File: src/rtl/puf_key_stabilizer_if.sv
// puf_key_stabilizer_if: request/key bus and puf_gen_256 drive/response signals of the key stabilizer.
interface puf_key_stabilizer_if;
   logic         start;
   logic [1:0]   challenge;
   logic         puf_enable;
   logic [1:0]   puf_control;
   logic [255:0] puf_response;
   logic         busy;
   logic         key_valid;
   logic [255:0] key;
   logic [8:0]   unstable_count;
   modport master (
      input  start, challenge, puf_response,
      output puf_enable, puf_control, busy, key_valid, key, unstable_count
   );
   modport slave (
      output start, challenge, puf_response,
      input  puf_enable, puf_control, busy, key_valid, key, unstable_count
   );
endinterface

File: src/rtl/puf_key_stabilizer.sv
// puf_key_stabilizer: sequences puf_gen_256 through SAMPLES re-armed captures and majority-votes a stable key.
module puf_key_stabilizer #(
   parameter int SAMPLES       = 7,
   parameter int SETTLE_CYCLES = 16
) (
   input logic                  clk,
   input logic                  rst_n,
   puf_key_stabilizer_if.master bus
);
   localparam int CW = $clog2(SAMPLES + 1);
   localparam int PW = $clog2(SETTLE_CYCLES + 2);
   typedef enum logic [2:0] {IDLE, OFF, SETTLE, FINISH, DONE} state_t;
   state_t          state, state_d;
   logic [PW-1:0]   phase;
   logic [CW-1:0]   idx;
   logic [CW-1:0]   cnt [256];
   logic [255:0]    key_d;
   logic [8:0]      unst_d;
   logic            accept, off_end, settle_end;
   assign accept     = (state == IDLE || state == DONE) && bus.start;
   assign off_end    = state == OFF && phase == PW'(1);
   assign settle_end = state == SETTLE && phase == PW'(SETTLE_CYCLES - 1);
   assign bus.puf_enable = state == SETTLE;
   assign bus.busy       = state == OFF || state == SETTLE || state == FINISH;
   assign bus.key_valid  = state == DONE;
   always_comb begin
      state_d = accept ? OFF :
                off_end ? SETTLE :
                settle_end ? (idx == CW'(SAMPLES - 1) ? FINISH : OFF) :
                state == FINISH ? DONE : state;
   end
   // A bit is unstable unless every sample agreed (all zeros or all ones).
   always_comb begin
      key_d  = '0;
      unst_d = '0;
      for (int i = 0; i < 256; i++) begin
         key_d[i] = cnt[i] > CW'(SAMPLES / 2);
         unst_d   = unst_d + 9'(cnt[i] != '0 && cnt[i] != CW'(SAMPLES));
      end
   end
   always_ff @(posedge clk or negedge rst_n)
      if (!rst_n) state <= IDLE;
      else state <= state_d;
   always_ff @(posedge clk or negedge rst_n) begin
      if (!rst_n) begin
         phase              <= '0;
         idx                <= '0;
         bus.puf_control    <= '0;
         bus.key            <= '0;
         bus.unstable_count <= '0;
         for (int i = 0; i < 256; i++) cnt[i] <= '0;
      end else begin
         phase <= ((state == OFF && !off_end) || (state == SETTLE && !settle_end)) ? phase + PW'(1) : '0;
         if (accept) begin
            bus.puf_control    <= bus.challenge;
            bus.key            <= '0;
            bus.unstable_count <= '0;
            idx                <= '0;
            for (int i = 0; i < 256; i++) cnt[i] <= '0;
         end else if (settle_end) begin
            idx <= idx + CW'(1);
            for (int i = 0; i < 256; i++) cnt[i] <= cnt[i] + CW'(bus.puf_response[i]);
         end else if (state == FINISH) begin
            bus.key            <= key_d;
            bus.unstable_count <= unst_d;
         end
      end
   end
endmodule

File: src/flat_wrapper.sv
// flat-port wrapper written by rule: the top's interface ports become plain ports
module puf_key_stabilizer_flat 
#(
   parameter int SAMPLES       = 7,
   parameter int SETTLE_CYCLES = 16
)
  (clk, rst_n, bus_start, bus_challenge, bus_puf_response, bus_puf_enable, bus_puf_control, bus_busy, bus_key_valid, bus_key, bus_unstable_count);
  puf_key_stabilizer_if bus_i ();
  input logic clk;
  input logic rst_n;
  input wire logic [$bits(bus_i.start)-1:0] bus_start;
  input wire logic [$bits(bus_i.challenge)-1:0] bus_challenge;
  input wire logic [$bits(bus_i.puf_response)-1:0] bus_puf_response;
  output wire logic [$bits(bus_i.puf_enable)-1:0] bus_puf_enable;
  output wire logic [$bits(bus_i.puf_control)-1:0] bus_puf_control;
  output wire logic [$bits(bus_i.busy)-1:0] bus_busy;
  output wire logic [$bits(bus_i.key_valid)-1:0] bus_key_valid;
  output wire logic [$bits(bus_i.key)-1:0] bus_key;
  output wire logic [$bits(bus_i.unstable_count)-1:0] bus_unstable_count;
  assign bus_i.start = bus_start;
  assign bus_i.challenge = bus_challenge;
  assign bus_i.puf_response = bus_puf_response;
  assign bus_puf_enable = bus_i.puf_enable;
  assign bus_puf_control = bus_i.puf_control;
  assign bus_busy = bus_i.busy;
  assign bus_key_valid = bus_i.key_valid;
  assign bus_key = bus_i.key;
  assign bus_unstable_count = bus_i.unstable_count;
  puf_key_stabilizer #(.SAMPLES(SAMPLES), .SETTLE_CYCLES(SETTLE_CYCLES)) u_core (.clk(clk), .rst_n(rst_n), .bus(bus_i));
endmodule
File: config.mk
export PLATFORM = sky130hd
export DESIGN_NAME = puf_key_stabilizer_flat
export DESIGN_NICKNAME = d
export VERILOG_FILES = /design/src/rtl/puf_key_stabilizer_if.sv /design/src/rtl/puf_key_stabilizer.sv /design/src/flat_wrapper.sv
export SDC_FILE = /design/constraint.sdc
export NUM_CORES = 2
export LEC_CHECK = 0
export BUFFER_PORTS_ARGS = -buffer_cell sky130_fd_sc_hd__buf_2
export CORE_MARGIN = 2
export CORE_UTILIZATION = 65
export DETAILED_ROUTE_END_ITERATION = 12
export PLACE_DENSITY = 0.86
export SETUP_SLACK_MARGIN = 0.1
export SKIP_CTS_REPAIR_TIMING = 1
export SYNTH_ARGS = -nofsm -noshare
export SYNTH_HDL_FRONTEND = slang
export SYNTH_SLANG_ARGS = --single-unit
File: constraint.sdc
create_clock -name clk -period 17.46 [get_ports clk]
set_input_delay 3.492 -clock clk [delete_from_list [all_inputs] [get_ports clk]]
set_output_delay 3.492 -clock clk [all_outputs]
set_load 0.01 [all_outputs]
==> qor.txt <==
fill count - 5612
Initial DRC Count - 4005
port buffer count - 530
CP max FO - 4
routed vias - 41300
Sw Ratio - 21.7%
flip-flop and latch count after synthesis - 1046
Hold Path Class - flip-flop to flip-flop
Slew headroom - 12.5%
leading cell type in the layout, fill and taps excluded - dfrtp_1
clock slew at reported path FFs - 60 ps
Tcrit/Tclk final - 50.3%
number of remaining DRC errors - 0
slowest stage delay, CP - 620 ps
io pins - 531
Post-Route WL - 150 mm
PD cells - 79.2 nW/um^2
Yosys top cell by area - dfrtp_1
Clk pwr share - 48.9%
Max Transition Viols Final - 0
CP dominant cell by count - fa_1
first-pass GRT wire length - 236 mm
critical path arrival - 9360 ps
sequential cell area fraction in the yosys report - 46.9%
Max Freq - 0.114 GHz
initial antenna violation count - 27
Max Cap Viol - 0
Ys Warns - 0
dominant cells by area after synthesis - dfrtp_1, ha_1, a22o_1
critical path launch point type - flip-flop
Die X - 297 um
Vias/cell - 6.31
starting density of the core - 65.6%
Final WS setup - 8670 ps
gr usage total - 34.1%
NetSw - 1.07 mW
P&R area growth vs syn - 11.9%
clock buffer depth - 3
internal power - 3.88 mW
layout cells sized above 1 - 14.1%
Seq pwr share - 48.9%
Max VDD drop - 0.0000756 V
Tot Pwr - 4.95 mW
worst-skew pair later-pin latency - 690 ps
Hold Vio Cnt, Final - 0
clk_skew - 17.2 ps
DRT Pass-1 Iters - 5
critical path required time - 18030 ps
ANT nets after route - 0
Crit Path Category - flip-flop to flip-flop
Cells after Synth - 4870
unrepaired setup endpoints after global routing - no
Placement Setup Slack - 8700 ps
Final setup viols - 0
die height - 297 um
total gr overflow - 0
CTS tree - yes
clock sinks - 1046
routability cong. - 0.850
Die ar. - 88300 um^2
Period minus WS final - 8790 ps
largest net degree at the start of global routing - 227
Critical Path Sink Type - flip-flop
average wire per standard cell - 22.9 um
Yosys top cell area share - 46.9%
final setup TNS - 0 ps
CTS root buf - clkbuf_16
H-tree levels - 3
Logic pwr share - 2.1%
Pleak - 35.4 nW
DP HPWL - 101 mm
Mapped Area - 55800 um^2
syn nets - 5930
status - completed
Netlist cell types - 38
Inserted Clock Buffers - 107
num rows - 107
core area - 85100 um^2
final core utilization - 73.4%
Least-Margin Pin Slew - 1310 ps
most frequent cells in the layout - dfrtp_1, a22o_1, ha_1, buf_2, nor2_1
post-layout net count - 6354
Post-Syn Area per Cell - 11.5 um^2
number of global-route vias before repair - 41700
worst-path cell with the longest stage delay - fa_1
[per-stage QoR]
| step | cell area, um^2 | hold WS (ps) | std cells |
|---|---|---|---|
| detailed placement | 58700 | 476 | 6329 |
| CTS | 62400 | 498 | 6527 |
| global route | 62500 | 502 | 6546 |
| global placement | 58700 | 476 | 6329 |
| finish | 62500 | 494 | 6548 |
| floorplan | 55800 | 460 | 4870 |
[synth_stat cells (all sizes together)]
| cell type | number |
|---|---|
| ha | 557 |
| a21oi | 3 |
| nand2 | 367 |
| clkbuf | 79 |
| nand3 | 102 |
| dfrtp | 1046 |
| and2 | 2 |
| a21boi | 1 |
| nor3b | 2 |
| nand2b | 2 |
| inv | 223 |
| mux2 | 2 |
| fa | 242 |
| a31oi | 3 |
| a21o | 2 |
| xor2 | 93 |
| nor2 | 424 |
| o31ai | 1 |
| nor3 | 158 |
| xnor2 | 1 |
| nor4b | 1 |
| buf | 172 |
| a22o | 770 |
| a22oi | 1 |
| o211ai | 1 |
| and3 | 158 |
| a32o | 4 |
| or3b | 1 |
| or3 | 102 |
| o21ai | 346 |
| o21a | 2 |
| nor2b | 2 |
[critical path: cells and delay by family (launching register included)]
family	cells	cell delay, ps
adders and majority gates	13	6520
and+or+nand+nor	4	700
AOI/OAI and AO/OA	2	460
buffers and inverters	6	460
DFF	1	410
xor gates and xnor gates	1	110
[state kept, by name (all words and copies together), names as in the netlist]
name                       flops
u_core.bus.unstable_count      9
u_core.bus.puf_control         2
u_core.bus.key               256
u_core.cnt                   768
u_core.idx                     3
u_core.phase                   5
u_core.state                   3
[kinds of logic (layout without fill, tap and decap cells)]
kind of cell | after synthesis | count (layout) | share of synthesized area, %
adder cells (fa/ha/maj) | 799 | 799 | 21.2
AND/OR/NAND/NOR | 1321 | 1321 | 10.7
AO/OA/AOI/OAI | 1134 | 1134 | 15.4
other | 0 | 21 | 0
XOR/XNOR | 94 | 94 | 1.47
multiplexers | 2 | 2 | 0.0403
buffers and inverters | 474 | 987 | 4.32
flip-flops | 1046 | 1046 | 46.9
[layer usage]
| layer | routed length [um] | GRT usage [%] | part of all wire [%] | up-vias |
|---|---|---|---|---|
| li1 | - | - | - | 18300 |
| met1 | 60000 | 45.8 | 40 | 21000 |
| met2 | 71000 | 54.1 | 47 | 1658 |
| met3 | 11000 | 6.05 | 7.3 | 376 |
| met4 | 7940 | 16.7 | 5.3 | 10 |
| met5 | 69 | 0 | 0.046 | - |
[power by group through the flow]
stage / combinational [mW] / clock [mW] / sequential, mW
floorplan: 0.0128 / 0 / 2.47
global placement: 0.106 / 0 / 2.47
detailed placement: 0.108 / 0 / 2.47
CTS: 0.109 / 2.44 / 2.42
global route: 0.122 / 2.55 / 2.42
finish: 0.106 / 2.42 / 2.42
[worst paths after layout]
| check | from | to | slack, ps | cells after the start |
|---|---|---|---|---|
| worst max register to register | u_core.cnt[506]$_DFFE_PN0P_ | u_core.bus.unstable_count[6]$_DFFE_PN0P_ | 8670 | 26 |
| worst min-delay path | u_core.bus.key[190]$_DFFE_PN0P_ | u_core.bus.key[190]$_DFFE_PN0P_ | 490 | 1 |
| min in group asynchronous | rst_n | u_core.bus.key[239]$_DFFE_PN0P_ | 2880 | 1 |
| max in group asynchronous | rst_n | u_core.cnt[390]$_DFFE_PN0P_ | 11360 | 4 |
| worst max-delay path | u_core.cnt[506]$_DFFE_PN0P_ | u_core.bus.unstable_count[6]$_DFFE_PN0P_ | 8670 | 26 |
| worst min register to register | u_core.bus.key[190]$_DFFE_PN0P_ | u_core.bus.key[190]$_DFFE_PN0P_ | 490 | 1 |
[cell type report]
| cell class | count | area (um^2) | share of cell area [%] |
|---|---|---|---|
| clock inverter | 53 | 656 | 1.05 |
| antenna | 21 | 52.6 | 0.0841 |
| sequential | 1046 | 26200 | 41.9 |
| inverter | 223 | 837 | 1.34 |
| tap | 1144 | 1430 | 2.29 |
| clock buffer | 145 | 3060 | 4.90 |
| timing repair buffer | 566 | 3000 | 4.79 |
| multi-input combinational | 3350 | 27300 | 43.7 |
(Power assumes the default switching activity.)
